$ cat src/rtl/dst_stream_ctrl.sv
// Destination-side stream controller: queues burst-completion pulses and replays each burst as
// local-buffer reads with a registered valid/last stage. Optional stall counter: DST_STREAM_PERF_EN.
module dst_stream_ctrl #(
  parameter int AW     = 5,
  parameter int PEND_W = 2
) (
  input  logic          clk,
  input  logic          rst,
  input  logic          run,
  input  logic [AW-1:0] cfg_base,
  input  logic [AW-1:0] cfg_len_m1,
  input  logic          s_fin_in,
  input  logic          dst_ready,
  output logic          stream_v,
  output logic [AW-1:0] stream_a,
  output logic          dst_valid,
  output logic          dst_last,
  output logic          busy,
  output logic          err_ovf
`ifdef DST_STREAM_PERF_EN
  ,
  output logic [31:0]   stall_cnt
`endif
);

  typedef enum logic {
    S_IDLE   = 1'b0,
    S_ACTIVE = 1'b1
  } state_t;

  state_t              state_q, state_d;
  logic [PEND_W-1:0]   pend_q, pend_d;
  logic [AW-1:0]       idx_q, idx_d;
  logic [AW-1:0]       base_q, base_d;
  logic [AW-1:0]       len_q, len_d;
  logic                valid_q, valid_d;
  logic                last_q, last_d;
  logic                err_q, err_d;
  logic                consume;
  logic                active;
  logic                final_beat;

  assign active     = (state_q == S_ACTIVE);
  assign final_beat = (idx_q == len_q);
  assign stream_v   = active & dst_ready;
  assign stream_a   = base_q + idx_q;

  // NOTE: every signal written here gets its default first, so no path can infer a latch.
  always_comb begin
    state_d = state_q;
    pend_d  = pend_q;
    idx_d   = idx_q;
    base_d  = base_q;
    len_d   = len_q;
    valid_d = valid_q;
    last_d  = last_q;
    err_d   = err_q;
    consume = 1'b0;

    unique case (state_q)
      S_IDLE: begin
        if (pend_q != '0) begin
          state_d = S_ACTIVE;
          base_d  = cfg_base;
          len_d   = cfg_len_m1;
          idx_d   = '0;
          consume = 1'b1;
        end
      end
      S_ACTIVE: begin
        if (stream_v) begin
          if (!final_beat) begin
            idx_d = idx_q + AW'(1);
          end else if (pend_q != '0) begin
            // Next queued burst starts on the following cycle with no idle bubble.
            base_d  = cfg_base;
            len_d   = cfg_len_m1;
            idx_d   = '0;
            consume = 1'b1;
          end else begin
            state_d = S_IDLE;
            idx_d   = '0;
          end
        end
      end
      default: state_d = S_IDLE;
    endcase

    unique case ({s_fin_in, consume})
      2'b10: begin
        if (pend_q == '1) err_d  = 1'b1;
        else              pend_d = pend_q + PEND_W'(1);
      end
      2'b01:   pend_d = pend_q - PEND_W'(1);
      default: pend_d = pend_q;
    endcase

    if (dst_ready) begin
      valid_d = active;
      last_d  = active & final_beat;
    end

    // Soft clear wins over every event this cycle but keeps the sticky overflow flag.
    if (!run) begin
      state_d = S_IDLE;
      pend_d  = '0;
      idx_d   = '0;
      valid_d = 1'b0;
      last_d  = 1'b0;
      err_d   = err_q;
    end
  end

  // NOTE: state registers use non-blocking assignments so every flop samples pre-edge values.
  always_ff @(posedge clk or posedge rst) begin
    if (rst) begin
      state_q <= S_IDLE;
      pend_q  <= '0;
      idx_q   <= '0;
      base_q  <= '0;
      len_q   <= '0;
      valid_q <= 1'b0;
      last_q  <= 1'b0;
      err_q   <= 1'b0;
    end else begin
      state_q <= state_d;
      pend_q  <= pend_d;
      idx_q   <= idx_d;
      base_q  <= base_d;
      len_q   <= len_d;
      valid_q <= valid_d;
      last_q  <= last_d;
      err_q   <= err_d;
    end
  end

  assign dst_valid = valid_q;
  assign dst_last  = last_q;
  assign err_ovf   = err_q;
  assign busy      = active | (pend_q != '0) | valid_q;

`ifdef DST_STREAM_PERF_EN
  logic [31:0] stall_q;

  always_ff @(posedge clk or posedge rst) begin
    if (rst) begin
      stall_q <= '0;
    end else if (active && !dst_ready && (stall_q != '1)) begin
      stall_q <= stall_q + 32'd1;
    end
  end

  assign stall_cnt = stall_q;
`endif

endmodule

$ cat config.mk
export PLATFORM = sky130hd
export DESIGN_NAME = dst_stream_ctrl
export DESIGN_NICKNAME = d
export VERILOG_FILES = /design/src/rtl/dst_stream_ctrl.sv
export SDC_FILE = /design/constraint.sdc
export NUM_CORES = 1
export LEC_CHECK = 0
export CAP_MARGIN = 10
export CORE_AREA = 2 2 56 58
export CTS_CLUSTER_DIAMETER = 120
export DETAILED_ROUTE_END_ITERATION = 8
export DIE_AREA = 0 0 58 60
export GPL_ROUTABILITY_DRIVEN = 0
export PLACE_DENSITY_LB_ADDON = 0.05
export SYNTH_ARGS = -nofsm -noshare
export SYNTH_HDL_FRONTEND = slang
export SYNTH_SLANG_ARGS = --single-unit
export TNS_END_PERCENT = 5
$ cat constraint.sdc
create_clock -name clk -period 1.7 [get_ports clk]
set_input_delay 0.34 -clock clk [delete_from_list [all_inputs] [get_ports clk]]
set_output_delay 0.34 -clock clk [all_outputs]
set_load 0.02 [all_outputs]
# Word-level counts from Yosys, hierarchy flattened
# Index checks and enable logic that the tools add are counted.
# word_totals
register_bits	21
inputBits	15
output_inout_bits	10
elab_cells	61
# classes
add_sub_neg	4
n_eq_ne	11
muxes	28
bitwise	5
n_reduce_logical	5
# ops
cell	count
5-bit two-way mux	10
5-bit one-hot mux with 2 select lines	3
1-bit two-way mux	10
3-bit inequality test (second input constant)	3
2-bit AND reduction	3
5-bit by 1-bit adder with 5-bit output (second input constant)	1
5-bit adder	1
5-bit == test	1
2-bit == test (second input constant)	2
2-bit two-way mux	2
2-bit by 1-bit inequality test with 1-bit output (second input constant)	2
1-bit one-hot mux with 2 select lines	2
2-bit one-hot mux with 2 select lines	1
3-bit by 1-bit inequality test with 1-bit output (second input constant)	1
3-bit AND reduction	1
2-bit by 1-bit adder with 2-bit output (second input constant)	1
1-bit bitwise AND	2
2-bit by 1-bit == test with 1-bit output (second input constant)	1
2-bit inequality test (second input constant)	1
1-bit OR	2
2-bit nonzero test	1
2-bit by 1-bit subtractor with 2-bit output (second input constant)	1
1-bit NOT	1

# Depth between registers and ports, before layout
# logic_depth
ltp_word	8
ltp_mapped	7
mapped_depth_nobuf	7

# Least setup slack after synthesis
# Ideal clock, no wire load.
# synth_timing
path_kind	register to output
start	reg idx_q[0]
end	out stream_a[4]
t_arrival_ps	1627
t_required_ps	1360
path_slack_ps	-267
path_stages_with_launch	8
path_buffers	0
cell_sequence	dfrtp_1 > ha_1 > inv_1 > fa_1 > inv_1 > a21o_1 > a21oi_1 > xnor2_1
# synth_between
elab_chain_len	1
# synth_lines
item	line_no	rtl
start: declaration	33	logic [AW-1:0] idx_q, idx_d;
start signal: assignment	128	idx_q <= idx_d;
5-bit adder	46	assign stream_a = base_q + idx_q;
end: declaration	15	output logic [AW-1:0] stream_a,
# No other way between the ends.

# Final worst setup path
# Same ends and word-level chain as after synthesis.

==> reports/qor.csv <==
metric,value,unit
status,"complete, but fails checks",
violations,negative setup slack,
die_w,58,microns
required,1.36,ns
ys_types,32,
layout_common_cells,"dfrtp_1, buf_4, clkdlybuf4s50_1, buf_6",
fin_crit,2.14,ns
antenna_found_initial,0,
cp_max_fo,2,
timing.final.ws_setup,-0.437,ns
ioPinCount,25,
cts_max_path_buffers,2,
io_buffers,24,
maxClockFrequency,468,MHz
antenna_cells,0,
areaGrowthSynthToFinish,47.2,%
first_iter_violations,24,
cpPeakStageDelay,0.41,ns
pwr_density_cell,1600,mW/mm^2
drv_slew,0,
grt_max_degree,22,
vias,955,
num_rows,20,
crit_chain,"ha_2, inv_2, fa_2, inv_2, a21o_1, a21oi_2, xnor2_2, buf_4",
vdd_drop_max,1.06,mV
layout-drive-gt1-share,39.8,%
crit_family,flip-flops,
die_h,60,microns
end_kind,output port,
cp-start-kind,register,
avgViaCountPerCell,4.92,
path_clk_slew,0.13,ns
finalHoldViolations,0,
placedInstanceArea,0.00168,sq mm
track_usage,17.0,%
syn_area,0.00122,sq mm
htree_levels,1,
tightest_slew,0.314,ns
yosys_warnings,0,
synth.avg_cell_area,11.1,sq um
clk_latency,0.31,ns
totalWireLength,2.51,mm
nets,183,
start_util,42.0,%
maxCapViolations,0,
hold_class,input port to asynchronous set/reset pin,
finalSetupViolCount,15,
cts_tree,built,
period_share,126,%
detail-route-antenna-nets,0,
gr-total-overflow,0,
cts_root_buf,clkbuf_4,
grt_pass1_vias,1002,
path_buf_inv,3,
dr.pass1.iters,4,
relSlewSlack,79.0,%
cts_buffers,3,
p_leak,0.853,nW
critPathSlowestCell,dfrtp_1,
placedCellCount,189,
worstSetupPathType,register to output port,
drt-wirelength-per-cell,12.9,microns
yosysSeqAreaShare,43.1,%
drc,0,
hpwlAfterDp,1.82,mm
nFillCells,265,
worstPathArrival,1.80,ns
synthesis.nets,131,
final_cell_area,0.00180,sq mm
fp.coreArea,0.00290,sq mm
cpMostUsedCell,inv_2,
final_cells,194,
rsz0062_at_grt,true,
numClockSinks,21,
grt_pass1_wl,4.40,mm
skew,0.00977,ns
dieArea,0.00348,sq mm
r2r_slack,-0.09,ns
synthCells,110,
ys_ff_latch,21,
==> routing by layer <==
layer  share of wire, %  GRT usage (%)
met4               0.76           2.99
met5                  0              0
met3                4.2           5.19
met2                 51           29.5
met1                 44           21.0
==> power breakdown <==
| part | internal (mW) | switching (mW) |
|---|---|---|
| clock | 0.0897 | 0.160 |
| sequential | 0.679 | 0.136 |
| combinational | 1.04 | 0.775 |
==> Yosys cell counts <==
cell type / count / area (sq um)
nor3_1: 1 / 5.00
clkbuf_1: 1 / 3.75
and2_1: 1 / 6.26
dfrtp_1: 21 / 526
o21bai_1: 1 / 7.51
fa_1: 1 / 20.0
inv_1: 10 / 37.5
or2_2: 1 / 6.26
nor2b_1: 2 / 12.5
or2b_1: 1 / 7.51
mux2_4: 7 / 105
nor2_1: 3 / 11.3
mux2_2: 3 / 33.8
nand3b_1: 1 / 7.51
nand3_2: 1 / 10.0
nand2b_1: 3 / 18.8
o21ai_0: 5 / 25.0
xor2_1: 1 / 8.76
a21o_1: 2 / 15.0
xnor2_1: 10 / 87.6
o21a_1: 1 / 7.51
o22ai_1: 4 / 25.0
ha_1: 5 / 62.6
nand3_1: 4 / 20.0
or3_1: 1 / 6.26
a21boi_0: 4 / 30.0
o32ai_4: 1 / 27.5
mux2i_1: 2 / 20.0
buf_8: 1 / 15.0
a21oi_1: 2 / 10.0
nand2_1: 7 / 26.3
o211ai_1: 2 / 15.0
==> final cells by class <==
cell class	count	area (sq um)	area share (%)
Clock buffer	3	22.5	1.25
Clock inverter	1	7.51	0.418
Inverter	10	37.5	2.09
Multi-Input combinational cell	77	723	40.3
Sequential cell	21	526	29.3
Tap cell	33	41.3	2.30
Timing Repair Buffer	49	438	24.4
==> stage by stage <==
step	utilization, %	setup WS [ns]	hold WS (ns)	power (mW)	setup TNS [ns]
after floorplan	-	-0.139	0.317	1.87	-0.261
after global placement	57.8	-0.573	0.468	2.48	-3.83
after detailed placement	57.8	-0.594	0.470	2.50	-4.18
after CTS	59.9	-0.468	0.352	2.80	-2.06
after global routing	61.9	-0.536	0.358	3.11	-3.42
final	61.9	-0.437	0.346	2.88	-2.10
==> worst paths after layout <==
path	start	to	cells after the start
max	idx_q[0]	stream_a[4]	8
min	rst	base_q[4]	3
max reg2reg	idx_q[0]	len_q[3]	7
min reg2reg	err_ovf	err_ovf	1
max in group asynchronous	rst	len_q[1]	3
min in group clk	err_ovf	err_ovf	1
==> worst min-delay path: cells and delay by family <==
family / cells / cell delay, ns
buffers and inverters: 3 / 0.72
==> cell families (layout without fill, tap and decap cells) <==
group,count (synthesis),after routing,synth area share (%)
flip-flops,21,21,43.1
multiplexers,12,12,13.0
AO/OA/AOI/OAI,22,22,13.3
adder cells (fa/ha/maj),6,6,6.77
XOR/XNOR,11,11,7.90
buffers and inverters,12,63,4.62
AND/OR/NAND/NOR,26,26,11.3
==> state kept, by name, summed over array words and instances (netlist names) <==
signal and count:
base_q 5, pend_q 2, len_q 5, active 1
dst_valid 1, dst_last 1, idx_q 5, err_ovf 1
==> timing repair <==
item / in CTS / in global routing
endpoints found under the setup margin: 20 / 23
buffers inserted: 0 / 1
pin swaps: 7 / 8
hold buffers: 0 / 0
gates resized for setup: 38 / 17
No activity file was read; power rests on OpenSTA's default activity.
